`src/rtl/hex_word_tx.sv`:
```
// hex_word_tx: turns one DATA_W-bit word per ready/valid handshake into ASCII hex
// characters, MSB nibble first, driving a byte UART transmitter. Define HEX_WORD_TX_CRLF_EN for a CR/LF terminator.
module hex_word_tx #(
    parameter int DATA_W         = 8,
    parameter int LOWER          = 0,
    parameter int SUPPRESS_ZEROS = 0
) (
    input  logic              CLK,
    input  logic              RST,
    input  logic              in_valid,
    output logic              in_ready,
    input  logic [DATA_W-1:0] in_data,
    output logic [7:0]        tx_data,
    output logic              tx_en,
    input  logic              tx_busy,
    output logic              idle
);

    localparam int NCHARS = DATA_W / 4;
    localparam int IDX_W  = $clog2(NCHARS + 2);
`ifdef HEX_WORD_TX_CRLF_EN
    localparam int LAST_CHAR = NCHARS + 1;
`else
    localparam int LAST_CHAR = NCHARS - 1;
`endif

    localparam logic [IDX_W-1:0] LAST_IDX       = IDX_W'(LAST_CHAR);
    localparam logic [IDX_W-1:0] LAST_DIGIT_IDX = IDX_W'(NCHARS - 1);
    localparam logic [IDX_W-1:0] CR_IDX         = IDX_W'(NCHARS);
    localparam logic [IDX_W-1:0] LF_IDX         = IDX_W'(NCHARS + 1);
    localparam logic [7:0]       LETTER_BASE    = (LOWER != 0) ? 8'h61 : 8'h41;
    localparam bit               SKIP_EN        = (SUPPRESS_ZEROS != 0);

    generate
        if ((DATA_W < 4) || ((DATA_W % 4) != 0)) begin : g_bad_width
            $error("hex_word_tx: DATA_W must be a multiple of 4 and at least 4");
        end
    endgenerate

    typedef enum logic [1:0] {
        IDLE,
        ARM,
        SEND,
        WAIT
    } state_t;

    state_t            state;
    state_t            state_d;
    logic [IDX_W-1:0]  idx;
    logic [IDX_W-1:0]  idx_d;
    logic [DATA_W-1:0] word_q;
    logic [DATA_W-1:0] word_d;
    logic              nonzero_seen;
    logic              nonzero_seen_d;
    logic [7:0]        tx_data_d;
    logic              tx_en_d;

    logic [DATA_W-1:0] shifted;
    logic [3:0]        nibble;
    logic [7:0]        cur_char;
    logic              is_digit;
    logic              skip_digit;
    logic              accept;

    assign idle     = (state == IDLE);
    assign in_ready = (state == IDLE) && !RST;
    assign accept   = in_valid && in_ready;

    // Shifting the current nibble to the top avoids a part-select that could go out of range past the digits.
    assign shifted  = word_q << {idx, 2'b00};
    assign nibble   = shifted[DATA_W-1 -: 4];
    assign is_digit = (idx < CR_IDX);

    assign skip_digit = SKIP_EN && is_digit && (nibble == 4'h0) &&
                        (idx != LAST_DIGIT_IDX) && !nonzero_seen;

    always_comb begin
        cur_char = 8'h00;
        if (idx == CR_IDX) begin
            cur_char = 8'h0D;
        end else if (idx == LF_IDX) begin
            cur_char = 8'h0A;
        end else if (nibble < 4'd10) begin
            cur_char = 8'h30 + {4'h0, nibble};
        end else begin
            cur_char = LETTER_BASE + {4'h0, nibble} - 8'd10;
        end
    end

    always_comb begin
        state_d        = state;
        idx_d          = idx;
        word_d         = word_q;
        nonzero_seen_d = nonzero_seen;
        tx_data_d      = tx_data;
        tx_en_d        = 1'b0;

        unique case (state)
            IDLE: begin
                if (accept) begin
                    word_d         = in_data;
                    idx_d          = '0;
                    nonzero_seen_d = 1'b0;
                    state_d        = ARM;
                end
            end
            // Busy must be low before starting, so a frame still in flight is never taken as the acknowledge.
            ARM: begin
                if (!tx_busy) begin
                    if (skip_digit) begin
                        idx_d = idx + 1'b1;
                    end else begin
                        tx_data_d      = cur_char;
                        tx_en_d        = 1'b1;
                        nonzero_seen_d = 1'b1;
                        state_d        = SEND;
                    end
                end
            end
            SEND: begin
                if (tx_busy) begin
                    state_d = WAIT;
                end else begin
                    tx_en_d = 1'b1;
                end
            end
            WAIT: begin
                if (!tx_busy) begin
                    if (idx == LAST_IDX) begin
                        state_d = IDLE;
                    end else begin
                        idx_d   = idx + 1'b1;
                        state_d = ARM;
                    end
                end
            end
            default: begin
                state_d = IDLE;
            end
        endcase
    end

    always_ff @(posedge CLK) begin
        if (RST) begin
            state        <= IDLE;
            idx          <= '0;
            word_q       <= '0;
            nonzero_seen <= 1'b0;
            tx_data      <= 8'h00;
            tx_en        <= 1'b0;
        end else begin
            state        <= state_d;
            idx          <= idx_d;
            word_q       <= word_d;
            nonzero_seen <= nonzero_seen_d;
            tx_data      <= tx_data_d;
            tx_en        <= tx_en_d;
        end
    end

endmodule

```
`config.mk`:
```
export PLATFORM = sky130hd
export DESIGN_NAME = hex_word_tx
export DESIGN_NICKNAME = d
export VERILOG_FILES = /design/src/rtl/hex_word_tx.sv
export SDC_FILE = /design/constraint.sdc
export NUM_CORES = 1
export LEC_CHECK = 0
export ABC_AREA = 1
export CORE_MARGIN = 2
export CORE_UTILIZATION = 50
export CTS_CLUSTER_SIZE = 14
export DETAILED_ROUTE_END_ITERATION = 7
export PLACE_DENSITY = 0.78
export SYNTH_ARGS = -nofsm -noshare
export SYNTH_HDL_FRONTEND = slang
export SYNTH_SLANG_ARGS = --single-unit
```
`constraint.sdc`:
```
create_clock -name CLK -period 1.9 [get_ports CLK]
set_input_delay 0.57 -clock CLK [delete_from_list [all_inputs] [get_ports CLK]]
set_output_delay 0.57 -clock CLK [all_outputs]
set_load 0.005 [all_outputs]
```
-- After elaboration in Yosys (flattened, before gate mapping)
Index checks and enable logic that the tools add are counted.
- register bits after elaboration: 21
- input port bits: 12
- output and inout port bits: 11
- word-level logic and storage cells: 49
- $add $sub $neg: 4
- magnitude comparators: 1
- equality and inequality tests: 11
- shifts and indexed selects: 1
- muxes and demuxes: 14
- bitwise operators: 2
- reductions and logical operators: 11
- operators by type and width (operator ; count):
    $mux W8 ; 3
    $mux W2 ; 7
    $add A7 B4 Y8 const A ; 1
    $eq A2 B2 Y1 const B ; 4
    $ne A2 B2 Y1 const B ; 4
    $pmux W2 S4 ; 1
    $reduce_and A4 Y1 ; 2
    $shl A8 B4 Y8 ; 1
    $sub A8 B4 Y8 const B ; 1
    $add A6 B4 Y7 const A ; 1
    $eq A2 B1 Y1 const B ; 2
    $lt A4 B4 Y1 const B ; 1
    $pmux W2 S2 ; 1
    $reduce_and A2 Y1 ; 2
    $reduce_or A2 Y1 ; 2
    $add A2 B1 Y2 const B ; 1
    $logic_and A1 B1 Y1 ; 2
    $logic_not A2 Y1 ; 1
    $mux W1 ; 2
    $ne A2 B1 Y1 const B ; 1
    $not A1 Y1 ; 2
    $reduce_bool A2 Y1 ; 1
    $logic_not A1 Y1 ; 1

-- Depth between registers and ports, before layout
- depth after elaboration: 6
- gate-level depth with buffers: 11

-- Worst setup path before layout
OpenSTA, ideal clock, no wires.
- path type: flip-flop to flip-flop
- start point: reg state[1]
- end point: reg word_q[2]
- library setup time: 0.128 ns
- data arrival time: 1.318 ns
- required time: 1.772 ns
- slack: 0.455 ns
- cell stages (with the launch flop): 9
- path buffers: 1
- clock period less this slack: 1.445 ns
- cell sequence: dfxtp_1 -> inv_1 -> ha_1 -> inv_1 -> nor2_2 -> nand2_1 -> clkbuf_1 -> o21ai_0 -> a21oi_1
- cells in the longest elaborated chain, start to end: 4
- ends and longest elaborated chain (element ; line ; RTL):
    start: declaration ; 47 ; state_t state;
    start signal: assignment ; 152 ; state <= state_d;
    $logic_not A2 Y1 ; -- ;
    named net idle ; 16 ; output logic idle
    $logic_and A1 B1 Y1 ; 66 ; assign in_ready = (state == IDLE) && !RST;
    named net in_ready ; 11 ; output logic in_ready,
    $logic_and A1 B1 Y1 ; 67 ; assign accept = in_valid && in_ready;
    $reduce_and A2 Y1 (no line) ; -- ;
    end signal: assignment ; 154 ; word_q <= word_d;
    end: declaration ; 51 ; logic [DATA_W-1:0] word_q;
The timed path passes the listed nets, and every way through them passes these cells.
A chain may end at the register's enable or synchronous reset.

-- Worst setup path in the final report
- start point: reg state[1]
- end point: out in_ready
- cells in the longest elaborated chain, start to end: 2
- ends and longest elaborated chain (element ; line):
    $logic_not A2 Y1 ; 66
    $logic_and A1 B1 Y1 ; 66
    end: declaration ; 11
No other way between the ends.

==> reports/results.txt <==
result of the run - finished, final reports clean
detailed-placement wirelength estimate - 1698 um
width of the die - 51.30 um
total standard cell area after synthesis - 0.001119 sq mm
terminus of the critical flop-to-flop path - tx_data[2]
number of buffers inserted during clock tree synthesis - 3
largest clock skew in the final design - 0.005092 ns
final critical-path share of the clock period - 91.92%
Port-buffer cells - 21
Detailed Route WL - 2148 um
Synth cell types - 30
number of standard cells after synthesis - 151
die area - 0.002632 sq mm
DRC viols - 0
Storage cell area - 401.6 sq um
die extent in y - 51.30 um
met1 global-route usage - 23.33%
TritonCTS clock tree - yes
final setup violation count - 0
Fin Hold WS - 0.4641 ns
Seq cells post-synth - 20
top-level I/O count - 23
residual antenna-violating net count after detailed routing - 0
met3 layer usage reported by global route - 3.509%
power density cells - 1085 mW/mm^2
worst flop-to-flop path startpoint - idx[1]
Max Fclk - 0.5726 GHz
setup repair after global routing missed its margin - false
data required time at the worst endpoint - 1.33 ns
type of element launching the critical path - flop
Final Wtd Congestion - 0.8821
via density per instance - 4.967
net count reported at finish - 203
worst setup slack after placement - -0.3083 ns
top fanout value on the critical path - 3
most utilized layer in the global route result - met2
number of antenna violations at the first check in global routing - 0
max-cap violations - 0
most used flip-flop cell after synthesis - sky130_fd_sc_hd__dfxtp_1
Avg Cell Area, Syn - 7.408 sq um
PnR Total Power - 0.001562 W
Setup crit start - state[1]
Setup WS post-layout - 0.1535 ns
worst hold stages - 2
count of H-tree levels built during CTS - 1
standby leakage power - 0.6562 nW
initial cell density of the core - 51.56%
commonest non-fill, non-tap cell in the layout - sky130_fd_sc_hd__nand2_1
critical hold path startpoint - word_q[0]
number of hold buffers added after CTS - 0
Hold Crit Endpoint - word_q[0]
global-route wire length before repair - 3781 um
number of nets in the synthesized netlist - 172
overflow left after global routing - 0
Ant. Diodes - 0
Tot GR Track Use - 19.42%
area occupied by multi-input gates - 613.1 sq um
worst-case reg-to-reg path depth - 9
Wirelength per Cell - 10.28 um
area delta synth->final - 28.75%
VDD IR-drop max - 843.9 uV
critical path data arrival time - 1.18 ns
number of rows created at floorplan - 17
Tightest Hold Check Type - reg -> reg
final design area excluding fillers - 0.001440 sq mm
number of synthesized flops with an enable pin - 0
clock slew at reported path FFs - 0.12 ns
endpoints failing hold - 0
number of vias in the routed layout - 1038
drt first pass iters - 4
endpoint kind of the worst setup timing path - output port
DRC violation total after the first TritonRoute iteration - 15
sum of negative setup slack - 0 ns
start-to-end type of the worst setup path - reg -> out
GR Util met2 - 32.03%
internal reg-to-reg setup slack - 0.24 ns
count of final max-slew check failures - 0
total placed instance area - 0.001408 sq mm
Core Region - 0.002170 sq mm
highest-count cells in the layout ignoring fill and taps - sky130_fd_sc_hd__nand2_1, sky130_fd_sc_hd__dfxtp_1, sky130_fd_sc_hd__a21oi_1, sky130_fd_sc_hd__clkdlybuf4s50_1, sky130_fd_sc_hd__inv_1
warnings from Yosys - 0
number of filler instances in the final layout - 191
Clk Tree Root Cell - sky130_fd_sc_hd__clkbuf_4
via count of the first global-routing pass - 930
FFs w/ async S/R, synth - 0%
clock sink total - 20
clock network latency to the later pin of the worst-skew pair - 0.31 ns
proportion of synthesized chip area in sequential cells - 35.79%
maximum number of pins on one net before global-route repair - 13
Final min period - 1.746 ns
postcts setup bufs - 0
worst-case clock buffer depth - 2
share of layout cells above drive strength 1 - 18.23%
metrics by stage:
stage | utilization, % | instances
floorplan | - | 151
global placement | 64.88 | 205
detailed placement | 64.88 | 205
CTS | 66.61 | 209
global route | 66.38 | 209
finish | 66.38 | 209
power by group:
group          leakage, nW  switching (W)  internal, W
logic                0.471       0.000418     0.000340
clock network       0.0210       0.000139     0.000117
registers            0.164      0.0000437     0.000505
layer usage:
layer	part of all wire, %	up-vias	wire (um)
met2	46	19	990
met5	0	-	0
met3	3.2	6	68
li1	-	545	-
met1	48	468	1041
met4	2.2	0	48
cells in the mapped netlist, types with 2 or more instances:
cell type                  number  area, sq um
sky130_fd_sc_hd__o211ai_1       2        15.01
sky130_fd_sc_hd__nand4_1        2        12.51
sky130_fd_sc_hd__nand3_1       10        50.05
sky130_fd_sc_hd__nand2_1       34        127.6
sky130_fd_sc_hd__dfxtp_1       20        400.4
sky130_fd_sc_hd__inv_2          2        7.510
sky130_fd_sc_hd__o21ai_0        9        45.04
sky130_fd_sc_hd__nor2_1         5        18.77
sky130_fd_sc_hd__nand3_2        2        20.02
sky130_fd_sc_hd__clkbuf_1       2        7.510
sky130_fd_sc_hd__nand2_2        2        12.51
sky130_fd_sc_hd__inv_1         16        60.06
sky130_fd_sc_hd__a21oi_1       18        90.09
sky130_fd_sc_hd__nor2_2         2        12.51
sky130_fd_sc_hd__nand2_4        2        22.52
sky130_fd_sc_hd__ha_1           9        112.6
state kept, by name (all words and copies together), names as in the netlist:
register / count
idx: 2
state: 2
word_q: 8
tx_en: 1
tx_data: 7
area by class of cell:
type / instances / area share [%]
Inverter: 19 / 5.300
Multi-Input combinational cell: 107 / 42.57
Sequential cell: 20 / 27.89
Tap cell: 28 / 2.433
Clock buffer: 4 / 2.520
Timing Repair Buffer: 31 / 19.29
timing repair:
action                                 CTS  global route
pin swaps                                1             1
gates resized for setup                  7             1
endpoints found under the hold margin    0             0
setup endpoints to repair                2             1
worst max path at each step:
| stage | to | slack [ns] |
|---|---|---|
| floorplan | word_q[2] | 0.45 |
| global placement | in_ready | -0.30 |
| detailed placement | in_ready | -0.31 |
| CTS | in_ready | 0.01 |
| global route | tx_data[2] | 0.02 |
| finish | in_ready | 0.15 |
worst max-delay path, stage by stage, from the launching register on:
cell                       delay (ns)
sky130_fd_sc_hd__dfxtp_2         0.35
sky130_fd_sc_hd__inv_1           0.07
sky130_fd_sc_hd__ha_2            0.17
sky130_fd_sc_hd__inv_1           0.06
sky130_fd_sc_hd__nor2_2          0.09
sky130_fd_sc_hd__clkbuf_2        0.12
cells by family after synthesis:
group           share of synthesized area, %
compound gates                         16.00
fa+ha+maj                              10.07
mux                                   0.8949
simple gates                           27.29
other cells                           0.3352
flops                                  35.79
buf+inv                                9.620
Note: power is estimated with default switching activity, not from simulation.
